### config.mk
export PLATFORM = sky130hd
export DESIGN_NAME = mem_rr_arbiter
export DESIGN_NICKNAME = d
export VERILOG_FILES = /design/src/rtl/mem_rr_arbiter.sv
export SDC_FILE = /design/constraint.sdc
export NUM_CORES = 1
export LEC_CHECK = 0
export BUFFER_PORTS_ARGS = -buffer_cell sky130_fd_sc_hd__buf_2
export CAP_MARGIN = 30
export CORE_UTILIZATION = 30
export DETAILED_ROUTE_END_ITERATION = 8
export HOLD_SLACK_MARGIN = 0.03
export SETUP_SLACK_MARGIN = 0.15
export SLEW_MARGIN = 10
export SYNTH_ARGS = -nofsm -noshare
export SYNTH_HDL_FRONTEND = slang
export SYNTH_SLANG_ARGS = --single-unit
### constraint.sdc
create_clock -name clk -period 6 [get_ports clk]
set_input_delay 0.9 -clock clk [delete_from_list [all_inputs] [get_ports clk]]
set_output_delay 0.9 -clock clk [all_outputs]
set_load 0.1 [all_outputs]
### src/rtl/mem_rr_arbiter.sv
// mem_rr_arbiter
// Round-robin arbiter that shares one memory read/write port among
// NUM_CONSUMERS requesters. One transaction is in flight at a time. Each one
// goes through select, memory ready and release. Reads win over writes from
// the same consumer.
//
// Ports
//   clk, reset              : clock and synchronous active-high reset
//   consumer_read_*         : per-consumer read request/address in, ready/data out
//   consumer_write_*        : per-consumer write request/address/data in, ready out
//   mem_read_*, mem_write_* : shared memory port (valid/address/data out, ready/data in)
//   busy                    : high whenever the FSM is not idle
//   grant_id                : consumer currently (or last) served
//   grant_count             : completed transactions, saturating at 0xFFFF
// Per-consumer buses are packed with consumer k at [k*W +: W].
module mem_rr_arbiter #(
  parameter int NUM_CONSUMERS = 8,
  parameter int ADDR_BITS     = 8,
  parameter int DATA_BITS     = 8,
  localparam int ID_BITS      = $clog2(NUM_CONSUMERS)
) (
  input  logic                               clk,
  input  logic                               reset,
  input  logic [NUM_CONSUMERS-1:0]           consumer_read_valid,
  input  logic [NUM_CONSUMERS*ADDR_BITS-1:0] consumer_read_address,
  output logic [NUM_CONSUMERS-1:0]           consumer_read_ready,
  output logic [NUM_CONSUMERS*DATA_BITS-1:0] consumer_read_data,
  input  logic [NUM_CONSUMERS-1:0]           consumer_write_valid,
  input  logic [NUM_CONSUMERS*ADDR_BITS-1:0] consumer_write_address,
  input  logic [NUM_CONSUMERS*DATA_BITS-1:0] consumer_write_data,
  output logic [NUM_CONSUMERS-1:0]           consumer_write_ready,
  output logic                               mem_read_valid,
  output logic [ADDR_BITS-1:0]               mem_read_address,
  input  logic                               mem_read_ready,
  input  logic [DATA_BITS-1:0]               mem_read_data,
  output logic                               mem_write_valid,
  output logic [ADDR_BITS-1:0]               mem_write_address,
  output logic [DATA_BITS-1:0]               mem_write_data,
  input  logic                               mem_write_ready,
  output logic                               busy,
  output logic [ID_BITS-1:0]                 grant_id,
  output logic [15:0]                        grant_count
);

  localparam logic [2:0] S_IDLE        = 3'd0;
  localparam logic [2:0] S_READ_WAIT   = 3'd1;
  localparam logic [2:0] S_WRITE_WAIT  = 3'd2;
  localparam logic [2:0] S_READ_RELAY  = 3'd3;
  localparam logic [2:0] S_WRITE_RELAY = 3'd4;

  logic [2:0]                         state_q, state_d;
  logic [ID_BITS-1:0]                 ptr_q, ptr_d;
  logic [ID_BITS-1:0]                 grant_id_q, grant_id_d;
  logic [15:0]                        grant_count_q, grant_count_d;
  logic                               busy_q, busy_d;
  logic                               mem_read_valid_q, mem_read_valid_d;
  logic [ADDR_BITS-1:0]               mem_read_address_q, mem_read_address_d;
  logic                               mem_write_valid_q, mem_write_valid_d;
  logic [ADDR_BITS-1:0]               mem_write_address_q, mem_write_address_d;
  logic [DATA_BITS-1:0]               mem_write_data_q, mem_write_data_d;
  logic [NUM_CONSUMERS-1:0]           consumer_read_ready_q, consumer_read_ready_d;
  logic [NUM_CONSUMERS*DATA_BITS-1:0] consumer_read_data_q, consumer_read_data_d;
  logic [NUM_CONSUMERS-1:0]           consumer_write_ready_q, consumer_write_ready_d;

  logic                               found;
  logic [ID_BITS-1:0]                 idx;

  // Next-state logic. Every register holds its value unless the current
  // state says otherwise. This is what keeps the memory address and data
  // stable while a valid is up: they are only loaded at selection time.
  always_comb begin
    state_d                = state_q;
    ptr_d                  = ptr_q;
    grant_id_d             = grant_id_q;
    grant_count_d          = grant_count_q;
    mem_read_valid_d       = mem_read_valid_q;
    mem_read_address_d     = mem_read_address_q;
    mem_write_valid_d      = mem_write_valid_q;
    mem_write_address_d    = mem_write_address_q;
    mem_write_data_d       = mem_write_data_q;
    consumer_read_ready_d  = consumer_read_ready_q;
    consumer_read_data_d   = consumer_read_data_q;
    consumer_write_ready_d = consumer_write_ready_q;
    found                  = 1'b0;
    idx                    = '0;

    case (state_q)
      S_IDLE: begin
        // Scan from ptr upward. The index wraps naturally because
        // NUM_CONSUMERS is a power of two.
        for (int i = 0; i < NUM_CONSUMERS; i++) begin
          idx = ptr_q + ID_BITS'(i);
          if (!found && (consumer_read_valid[idx] || consumer_write_valid[idx])) begin
            found      = 1'b1;
            grant_id_d = idx;
            if (consumer_read_valid[idx]) begin
              mem_read_valid_d   = 1'b1;
              mem_read_address_d = consumer_read_address[idx*ADDR_BITS +: ADDR_BITS];
              state_d            = S_READ_WAIT;
            end else begin
              mem_write_valid_d   = 1'b1;
              mem_write_address_d = consumer_write_address[idx*ADDR_BITS +: ADDR_BITS];
              mem_write_data_d    = consumer_write_data[idx*DATA_BITS +: DATA_BITS];
              state_d             = S_WRITE_WAIT;
            end
          end
        end
      end
      S_READ_WAIT: begin
        if (mem_read_ready) begin
          mem_read_valid_d = 1'b0;
          consumer_read_data_d[grant_id_q*DATA_BITS +: DATA_BITS] = mem_read_data;
          consumer_read_ready_d[grant_id_q] = 1'b1;
          state_d = S_READ_RELAY;
        end
      end
      S_WRITE_WAIT: begin
        if (mem_write_ready) begin
          mem_write_valid_d = 1'b0;
          consumer_write_ready_d[grant_id_q] = 1'b1;
          state_d = S_WRITE_RELAY;
        end
      end
      S_READ_RELAY: begin
        // Hold ready until the consumer drops its request. This is the
        // release edge, so the pointer moves past the served consumer here.
        if (!consumer_read_valid[grant_id_q]) begin
          consumer_read_ready_d[grant_id_q] = 1'b0;
          ptr_d   = grant_id_q + ID_BITS'(1);
          state_d = S_IDLE;
          if (grant_count_q != 16'hFFFF) grant_count_d = grant_count_q + 16'd1;
        end
      end
      S_WRITE_RELAY: begin
        if (!consumer_write_valid[grant_id_q]) begin
          consumer_write_ready_d[grant_id_q] = 1'b0;
          ptr_d   = grant_id_q + ID_BITS'(1);
          state_d = S_IDLE;
          if (grant_count_q != 16'hFFFF) grant_count_d = grant_count_q + 16'd1;
        end
      end
      default: state_d = S_IDLE;
    endcase

    busy_d = (state_d != S_IDLE);
  end

  // State and output registers. Reset clears everything, which also
  // abandons any memory transaction that is in flight.
  always_ff @(posedge clk) begin
    if (reset) begin
      state_q                <= S_IDLE;
      ptr_q                  <= '0;
      grant_id_q             <= '0;
      grant_count_q          <= '0;
      busy_q                 <= 1'b0;
      mem_read_valid_q       <= 1'b0;
      mem_read_address_q     <= '0;
      mem_write_valid_q      <= 1'b0;
      mem_write_address_q    <= '0;
      mem_write_data_q       <= '0;
      consumer_read_ready_q  <= '0;
      consumer_read_data_q   <= '0;
      consumer_write_ready_q <= '0;
    end else begin
      state_q                <= state_d;
      ptr_q                  <= ptr_d;
      grant_id_q             <= grant_id_d;
      grant_count_q          <= grant_count_d;
      busy_q                 <= busy_d;
      mem_read_valid_q       <= mem_read_valid_d;
      mem_read_address_q     <= mem_read_address_d;
      mem_write_valid_q      <= mem_write_valid_d;
      mem_write_address_q    <= mem_write_address_d;
      mem_write_data_q       <= mem_write_data_d;
      consumer_read_ready_q  <= consumer_read_ready_d;
      consumer_read_data_q   <= consumer_read_data_d;
      consumer_write_ready_q <= consumer_write_ready_d;
    end
  end

  assign consumer_read_ready  = consumer_read_ready_q;
  assign consumer_read_data   = consumer_read_data_q;
  assign consumer_write_ready = consumer_write_ready_q;
  assign mem_read_valid       = mem_read_valid_q;
  assign mem_read_address     = mem_read_address_q;
  assign mem_write_valid      = mem_write_valid_q;
  assign mem_write_address    = mem_write_address_q;
  assign mem_write_data       = mem_write_data_q;
  assign busy                 = busy_q;
  assign grant_id             = grant_id_q;
  assign grant_count          = grant_count_q;

endmodule

=== Word-level counts from Yosys, hierarchy flattened ===
Cells that the tools add are included.

* Input port bits: 220
* Word-level logic and storage cells: 304
* Register bits: 132
* Output and inout port bits: 126

* Eq/ne operators: 9
* Bitwise operators: 5
* Multiplexer cells: 193
* Add/subtract/negate cells: 10
* Shifts and indexed selects: 26
* Magnitude comparators: 10
* Reduce and logical (&&, ||, !) cells: 38

{| class="wikitable"
|+ Operators by type and width
! operator !! number
|-
| $shiftx A64 B7 Y8 || 24
|-
| $mux W8 || 60
|-
| $mux W1 || 73
|-
| $mux W3 || 22
|-
| $bwmux W64 || 1
|-
| $shift A8 B34 Y64 const A || 1
|-
| $shiftx A8 B34 Y64 || 1
|-
| $bmux W1 S3 || 18
|-
| $mux W16 || 3
|-
| $lt A3 B4 Y1 const B || 9
|-
| $neg A6 Y34 || 1
|-
| $pmux W16 S2 || 1
|-
| $pmux W8 S2 || 2
|-
| $add A16 B1 Y16 const B || 1
|-
| $and A8 B8 Y8 || 2
|-
| $mux W2 || 8
|-
| $ne A16 B16 Y1 const B || 1
|-
| $or A8 B8 Y8 || 2
|-
| $pmux W3 S5 || 1
|-
| $add A3 B3 Y3 const B || 4
|-
| $reduce_bool A2 Y1 || 5
|-
| $reduce_and A3 Y1 || 3
|-
| $logic_and A1 B1 Y1 || 8
|-
| $logic_or A1 B1 Y1 || 8
|-
| 16 further kinds || 32
|}

=== Depth between registers and ports, before layout ===
Gate-level depths: netlist of run 1.

* Depth after elaboration: 34
* Depth in mapped cells: 16
* Depth with buffers taken out: 11

=== Worst setup path before layout of run 1 ===
OpenSTA, ideal clock, no wires.

* Kind: register -> register
* From: reg ptr_q[1]
* To: reg mem_read_address_q[0] (netlist: mem_read_address[0])
* Setup time: 135 ps
* Setup slack: 2155 ps
* Cell stages (with the launch flop): 16
* Arrival: 3709 ps
* Required time: 5865 ps
* Clock period less this slack: 3845 ps
* Path buffers: 6
* Cell sequence: dfxtp_1 -> buf_2 -> inv_2 -> clkbuf_1 -> ha_1 -> buf_2 -> buf_2 -> buf_2 -> buf_1 -> mux4_2 -> nand2_1 -> nand2_1 -> o211ai_1 -> o21ai_0 -> a211oi_1 -> o31ai_1

* Word-level cells in the longest chain between the ends: 32
* Elaborated cells on any way between the ends: 102
* Those cells by class: add/sub: 7; shift: 8; mux: 65; reduce/logical: 22

{| class="wikitable"
|+ RTL lines
! what !! line !! RTL
|-
| start: declaration || 52 || <nowiki>logic [ID_BITS-1:0] ptr_q, ptr_d;</nowiki>
|-
| start signal: assignment || 167 || <nowiki>ptr_q <= ptr_d;</nowiki>
|-
| branches (longest 31 deep; another with $add A3 B1 Y3) || -- ||
|-
| $mux W8 * || 93 || <nowiki>if (!found && (consumer_read_valid[idx] || consumer_write_valid[idx])) begin</nowiki>
|-
| end signal: assignment || 172 || <nowiki>mem_read_address_q <= mem_read_address_d;</nowiki>
|-
| end: declaration || 57 || <nowiki>logic [ADDR_BITS-1:0] mem_read_address_q, mem_read_address_d;</nowiki>
|}

Every way passes the cells marked *. The select of a mux whose other input is x is not followed.
A chain may end at the register's enable or synchronous reset.

=== Final worst setup path of run 1 ===
* From: reg ptr_q[1]
* To: reg busy_q (netlist: busy)

* Word-level cells in the longest chain between the ends: 34
* Elaborated cells on any way between the ends: 93
* Those cells by class: add/sub: 7; mux: 63; reduce/logical: 23

{| class="wikitable"
|+ RTL lines
! what !! line !! RTL
|-
| branches (longest 31 deep; another with $add A3 B1 Y3) || -- ||
|-
| $mux W3 * || 93 ||
|-
| $pmux W3 S5 * || 87 || <nowiki>case (state_q)</nowiki>
|-
| $reduce_bool A3 Y1 * || 145 || <nowiki>busy_d = (state_d != S_IDLE);</nowiki>
|-
| end signal: assignment || 170 || <nowiki>busy_q <= busy_d;</nowiki>
|-
| end: declaration || 55 || <nowiki>logic busy_q, busy_d;</nowiki>
|}

Marks and branches as above.

==> run_results.csv, run 1 <==
group,metric,value,unit
min_path,holdCritPathClass,"reg2reg",
detailed_routing,route.detailed.drc,0,
critical_path,crit_arrival,5030,ps
power,p_leak,6.63,nW
synthesis,ys_ff_latch,132,
critical_path,startpoint,"ptr_q[1]",
timing,timing.final.crit_share,78.5,%
clocking,postCtsSetupBuffers,0,
synthesis,synthesis.area,0.0152,mm2
timing,max_freq,0.212,GHz
synthesis,syn-mean-instance-area,8.95,um2
clocking,cts_tree,"done",
clocking,cts_hold_buf,0,
synthesis,yosys_most_used_dff,"dfxtp_1",
clocking,clk_latency,440,ps
detailed_routing,vias,15600,
synthesis,seq_area_frac_synth,17.4,%
detailed_routing,firstDrtPassIters,5,
critical_path,cp_max_fo,34,
detailed_routing,routed_wl,56900,um
finish,layout.nets,2171,
global_route,grt_usage,21.7,%
critical_path,crit_path_end_kind,"flip-flop",
timing,setup_violations,0,
synthesis,synth_fp_nets,1928,
floorplanning,coreArea,0.0501,mm2
finish,final_cells,2638,
clocking,post_cts_resized,0,
timing,clock-skew-final,10.5,ps
synthesis,synth_largest_area_cell,"mux4_2",
synthesis,synthCells,1699,
synthesis,synth_area_leaders,"mux4_2 32%, dfxtp_1 17%, mux2i_1 8.8%, nand2_1 6.4%, nor2_1 4.9%",
floorplanning,start_util,30.4,%
power,ir_drop,0.000342,V
clocking,cts_max_level,4,
global_route,grt_pass1_vias,14800,
floorplanning,num_rows,82,
floorplanning,die_area,0.0516,mm2
finish,regArea,0.00265,mm2
timing,relSlewSlack,33.5,%
finish,multi_input_area,0.0120,mm2
critical_path,r2r_slack,1290,ps
place,dp_cells,2593,
power,powerDensity,326,mW/mm2
detailed_routing,ant_nets,0,
power,power,0.00593,W
global_route,antenna_found_initial,14,
finish,nFillCells,5157,
timing,hold_viol_final,0,
floorplanning,io_pins,346,
finish,layout_common_cells,"344 x buf_2, 259 x nand2_1, 213 x mux4_2",
detailed_routing,wl_per_cell,21.6,um
critical_path,critPathRequiredTime,6320,ps
min_path,hold_depth,2,
place,hpwlAfterDp,42800,um
detailed_routing,drt_iter0_markers,1553,
finish,layout_commonest_cell,"buf_2",
detailed_routing,via_per_inst,5.91,
clocking,numCtsBuffers,17,
synthesis,synthArstFlopShare,0,%
synthesis,netlist.area_leader.share,31.6,%
timing,whs,455,ps
job,cap_violations,0,
synthesis,ys.warnings.count,0,
critical_path,reg2reg_to,"busy",
global_route,grt_pass1_wl,86400,um
clocking,clk_pin_slew,70,ps
global_route,grt_overflow,0,
timing,final-max-slew-violation-count,0,
critical_path,r2r_cells,11,
critical_path,r2r-start,"ptr_q[1]",
timing,min_period,4710,ps
clocking,numClockSinks,132,
floorplanning,chipHeight,227,um
place,io_buffers,345,
clocking,cts-root-buf,"clkbuf_16",
timing,setup_slack,1290,ps
critical_path,path_class,"reg2reg",
finish,syn_to_final_growth,19.7,%
synthesis,synth_edf_count,0,
place,gp_congestion,0.863,
timing,setup_tns,0,ps
global_route,grt_max_degree,60,
critical_path,start_kind,"flip-flop",
floorplanning,die_w,227,um
status,status,"finished clean",
synthesis,synth.distinct_cells,66,
place,dp_slack,1330,ps
clocking,cts_buffer_depth,2,
finish,drive_gt1_share,35.0,%
timing,worstMarginPinSlew,990,ps
timing,rsz0062_at_grt,"false",
## power breakdown
part           leakage [nW]  total (W)  switching, W  internal [W]
registers              1.07    0.00115      0.000166      0.000983
logic                  5.26    0.00366       0.00233       0.00133
clock network         0.298    0.00112      0.000454      0.000664
## cell usage after synthesis, types with 37 or more instances
| cell type | number |
|---|---|
| mux2i_1 | 134 |
| mux4_2 | 213 |
| nand3_1 | 53 |
| o21ai_0 | 47 |
| a21oi_1 | 132 |
| nand2_1 | 259 |
| buf_2 | 39 |
| nor2_1 | 198 |
| nor3_1 | 37 |
| clkbuf_1 | 91 |
| dfxtp_1 | 132 |
## area by class of cell
class / count / area share [%]
Antenna cell: 12 / 0.165
Clock buffer: 17 / 2.34
Clock inverter: 14 / 1.02
Inverter: 13 / 0.268
Multi-Input combinational cell: 1400 / 65.9
Sequential cell: 132 / 14.6
Tap cell: 672 / 4.62
Timing Repair Buffer: 378 / 11.1
## metrics by stage
step,cell area (um2),utilization [%]
finish,18200,36.4
global route,18200,36.4
CTS,18100,36.2
detailed placement,17500,35.0
global placement,17500,34.9
floorplan,15200,-
## cell families after synthesis
logic type                 synth area share (%)
DFF                                        17.4
buffers and inverters                      4.57
muxes                                      43.0
AOI/OAI and AO/OA                          14.9
adders and majority gates                 0.741
xor gates and xnor gates                   1.02
and+or+nand+nor                            18.3
## worst max-delay path by stage
stage | to | slack (ps) | cells past startpoint
2_1_floorplan | mem_read_address[0] | 2160 | 15
3_3_place_gp | busy | 1430 | 11
3_5_place_dp | busy | 1330 | 11
4_1_cts | busy | 1330 | 11
5_1_grt | busy | 1030 | 11
6_report | busy | 1290 | 11
## routing by layer
metal  track usage (%)  up-vias  routed length (um)
met3              3.68      103                4550
met4              7.25        6                1450
met1              28.6     7650               23700
li1                  -     7025                   -
met5                 0        -                  36
met2              35.8      814               27100
## critical path: stages, from the launching register on
cell and delay (ps):
dfxtp_4 730, inv_2 290, ha_4 460, buf_4 480, mux4_2 590, mux2_2 340
and4_1 240, and4_1 260, and2_1 400, o31ai_1 330, nand2_1 100, or3_1 350
Note: power is estimated with default switching activity, not from simulation.
==> inputs of run 2 (changes only) <==
==> constraint.sdc (replaced) <==
create_clock -name clk -period 4.8 [get_ports clk]
set_input_delay 0.72 -clock clk [delete_from_list [all_inputs] [get_ports clk]]
set_output_delay 0.72 -clock clk [all_outputs]
set_load 0.1 [all_outputs]
==> run 2 against run 1 <==
Die area is the same. Register-to-register slack lost 740 ps. Worst hold slack gained 6.0 ps. Total power grew 25%. Clock power grew 22%. Global-route usage shrank 0.33 points. Wire length is essentially flat. Final area grew 0.30%. Worst setup slack lost 740 ps. Largest cell class unchanged. Largest power group unchanged.
==> run_results.csv, run 2 (synthesis gave the netlist of run 1 again) <==
group,metric,value,unit
status,status,"finished clean",
critical_path,cp_max_fo,32,
detailed_routing,ant_nets,0,
detailed_routing,routed_wl,56800,um
place,gp_congestion,0.870,
detailed_routing,wl_per_cell,21.5,um
min_path,holdCritPathClass,"reg2reg",
critical_path,path_class,"reg2reg",
finish,layout_commonest_cell,"buf_2",
global_route,grt_usage,21.3,%
finish,nFillCells,5166,
critical_path,crit_arrival,4630,ps
detailed_routing,drt_iter0_markers,1202,
min_path,min_from,"consumer_read_data[48]",
min_path,min_delay_worst_endpoint,"consumer_read_data[48]",
global_route,grt_max_degree,104,
clocking,cts-root-buf,"clkbuf_16",
critical_path,slowest_delay,750,ps
power,p_leak,6.66,nW
finish,syn_to_final_growth,20.1,%
min_path,hold_depth,2,
clocking,cts_hold_buf,0,
timing,clock-skew-final,20.0,ps
global_route,grt_overflow,0,
floorplanning,chipHeight,227,um
critical_path,crit_slowest_cell,"a2111oi_0",
place,dp_cells,2604,
detailed_routing,via_per_inst,5.90,
timing,setup_tns,0,ps
finish,layout.nets,2181,
critical_path,startpoint,"ptr_q[1]",
clocking,numClockSinks,132,
clocking,cts_tree,"done",
global_route,grt_pass1_wl,85300,um
clocking,clk_pin_slew,70,ps
critical_path,r2r_slack,550,ps
timing,setup_violations,0,
timing,relSlewSlack,36.6,%
critical_path,cp_cell_sequence,"inv_2, ha_4, nor3_1, a2111oi_0, nor4_4, buf_4, nor3_4, buf_4, mux2i_1, a211oi_1, a211oi_1, o21ai_1, a21oi_1",
floorplanning,num_rows,82,
timing,max_freq,0.235,GHz
critical_path,start_kind,"flip-flop",
timing,setup_slack,549,ps
timing,worstMarginPinSlew,927,ps
clocking,post_cts_resized,0,
critical_path,r2r-start,"ptr_q[1]",
floorplanning,coreArea,0.0501,mm2
floorplanning,start_util,30.4,%
power,powerDensity,405,mW/mm2
place,hpwlAfterDp,42600,um
global_route,antenna_found_initial,12,
clocking,postCtsSetupBuffers,0,
finish,final_cells,2642,
place,io_buffers,345,
floorplanning,die_area,0.0516,mm2
detailed_routing,firstDrtPassIters,5,
timing,hold_viol_final,0,
critical_path,crit_path_end_kind,"flip-flop",
timing,final-max-slew-violation-count,0,
clocking,cts_max_level,4,
place,dp_slack,625,ps
global_route,grt_pass1_vias,14800,
floorplanning,die_w,227,um
critical_path,reg2reg_to,"mem_write_data[6]",
finish,drive_gt1_share,35.3,%
job,cap_violations,0,
floorplanning,io_pins,346,
clocking,cts_buffer_depth,2,
clocking,clk_latency,440,ps
timing,timing.final.crit_share,88.6,%
critical_path,r2r_cells,13,
clocking,numCtsBuffers,17,
detailed_routing,route.detailed.drc,0,
timing,rsz0062_at_grt,"false",
timing,min_period,4250,ps
power,ir_drop,0.000294,V
critical_path,critPathRequiredTime,5180,ps
finish,layout_common_cells,"344 x buf_2, 259 x nand2_1, 213 x mux4_2",
detailed_routing,vias,15600,
## run 2: changes by cell type in the layout (fill, tap and decap cells not counted), moves of 2 or more
cell / previous run / this run
clkbuf_8: 0 / 2
clkinv_4: 1 / 4
diode_2: 12 / 7
buf_4: 31 / 41
inv_6: 7 / 0
## run 2: routing by layer
metal  track usage, %  up-vias  wire length (um)  part of all wire [%]
met5                0        -                43                 0.076
met4             7.25        6              1370                   2.4
met3             3.82       98              4330                   7.6
met2             35.8      751             27300                    48
met1             27.5     7697             23700                    42
li1                 -     7033                 -                     -
## run 2: area by class of cell
type                            instances  area, um2  area share, %
Tap cell                              672        841           4.60
Sequential cell                       132       2650           14.5
Antenna cell                            7       17.5         0.0959
Timing Repair Buffer                  388       2100           11.5
Clock inverter                          9        121          0.665
Multi-Input combinational cell       1400      12000           65.7
Clock buffer                           21        482           2.64
Inverter                               13       48.8          0.267
## run 2: worst max-delay path by stage
| stage | cells past startpoint | to |
|---|---|---|
| 2_1_floorplan | 15 | mem_read_address[0] |
| 5_1_grt | 13 | mem_write_address[2] |
| 3_3_place_gp | 13 | mem_write_data[6] |
| 3_5_place_dp | 13 | mem_write_address[2] |
| 6_report | 13 | mem_write_data[6] |
| 4_1_cts | 13 | mem_write_address[2] |
## run 2: stage by stage
stage	instance area, um2	hold slack (ps)	utilization [%]	power [W]
final	18300	461	36.5	0.00740
after CTS	18200	460	36.4	0.00740
after floorplan	15200	633	-	0.00490
after global routing	18300	489	36.5	0.00781
after detailed placement	17600	452	35.2	0.00602
after global placement	17600	445	35.2	0.00595
## run 2: critical path, delay by kind of cell, from the launching register on
| family | cells | cell delay (ps) |
|---|---|---|
| AND/OR/NAND/NOR | 3 | 810 |
| buffers and inverters | 3 | 640 |
| AO/OA/AOI/OAI | 5 | 1330 |
| flip-flops | 1 | 700 |
| multiplexers | 1 | 220 |
| adder cells (fa/ha/maj) | 1 | 460 |
## run 2: where the power goes
group / internal (W) / switching [W] / total [W]
registers: 0.00123 / 0.000213 / 0.00144
logic: 0.00169 / 0.00290 / 0.00459
clock network: 0.000824 / 0.000544 / 0.00137
total: 0.00374 / 0.00366 / 0.00740
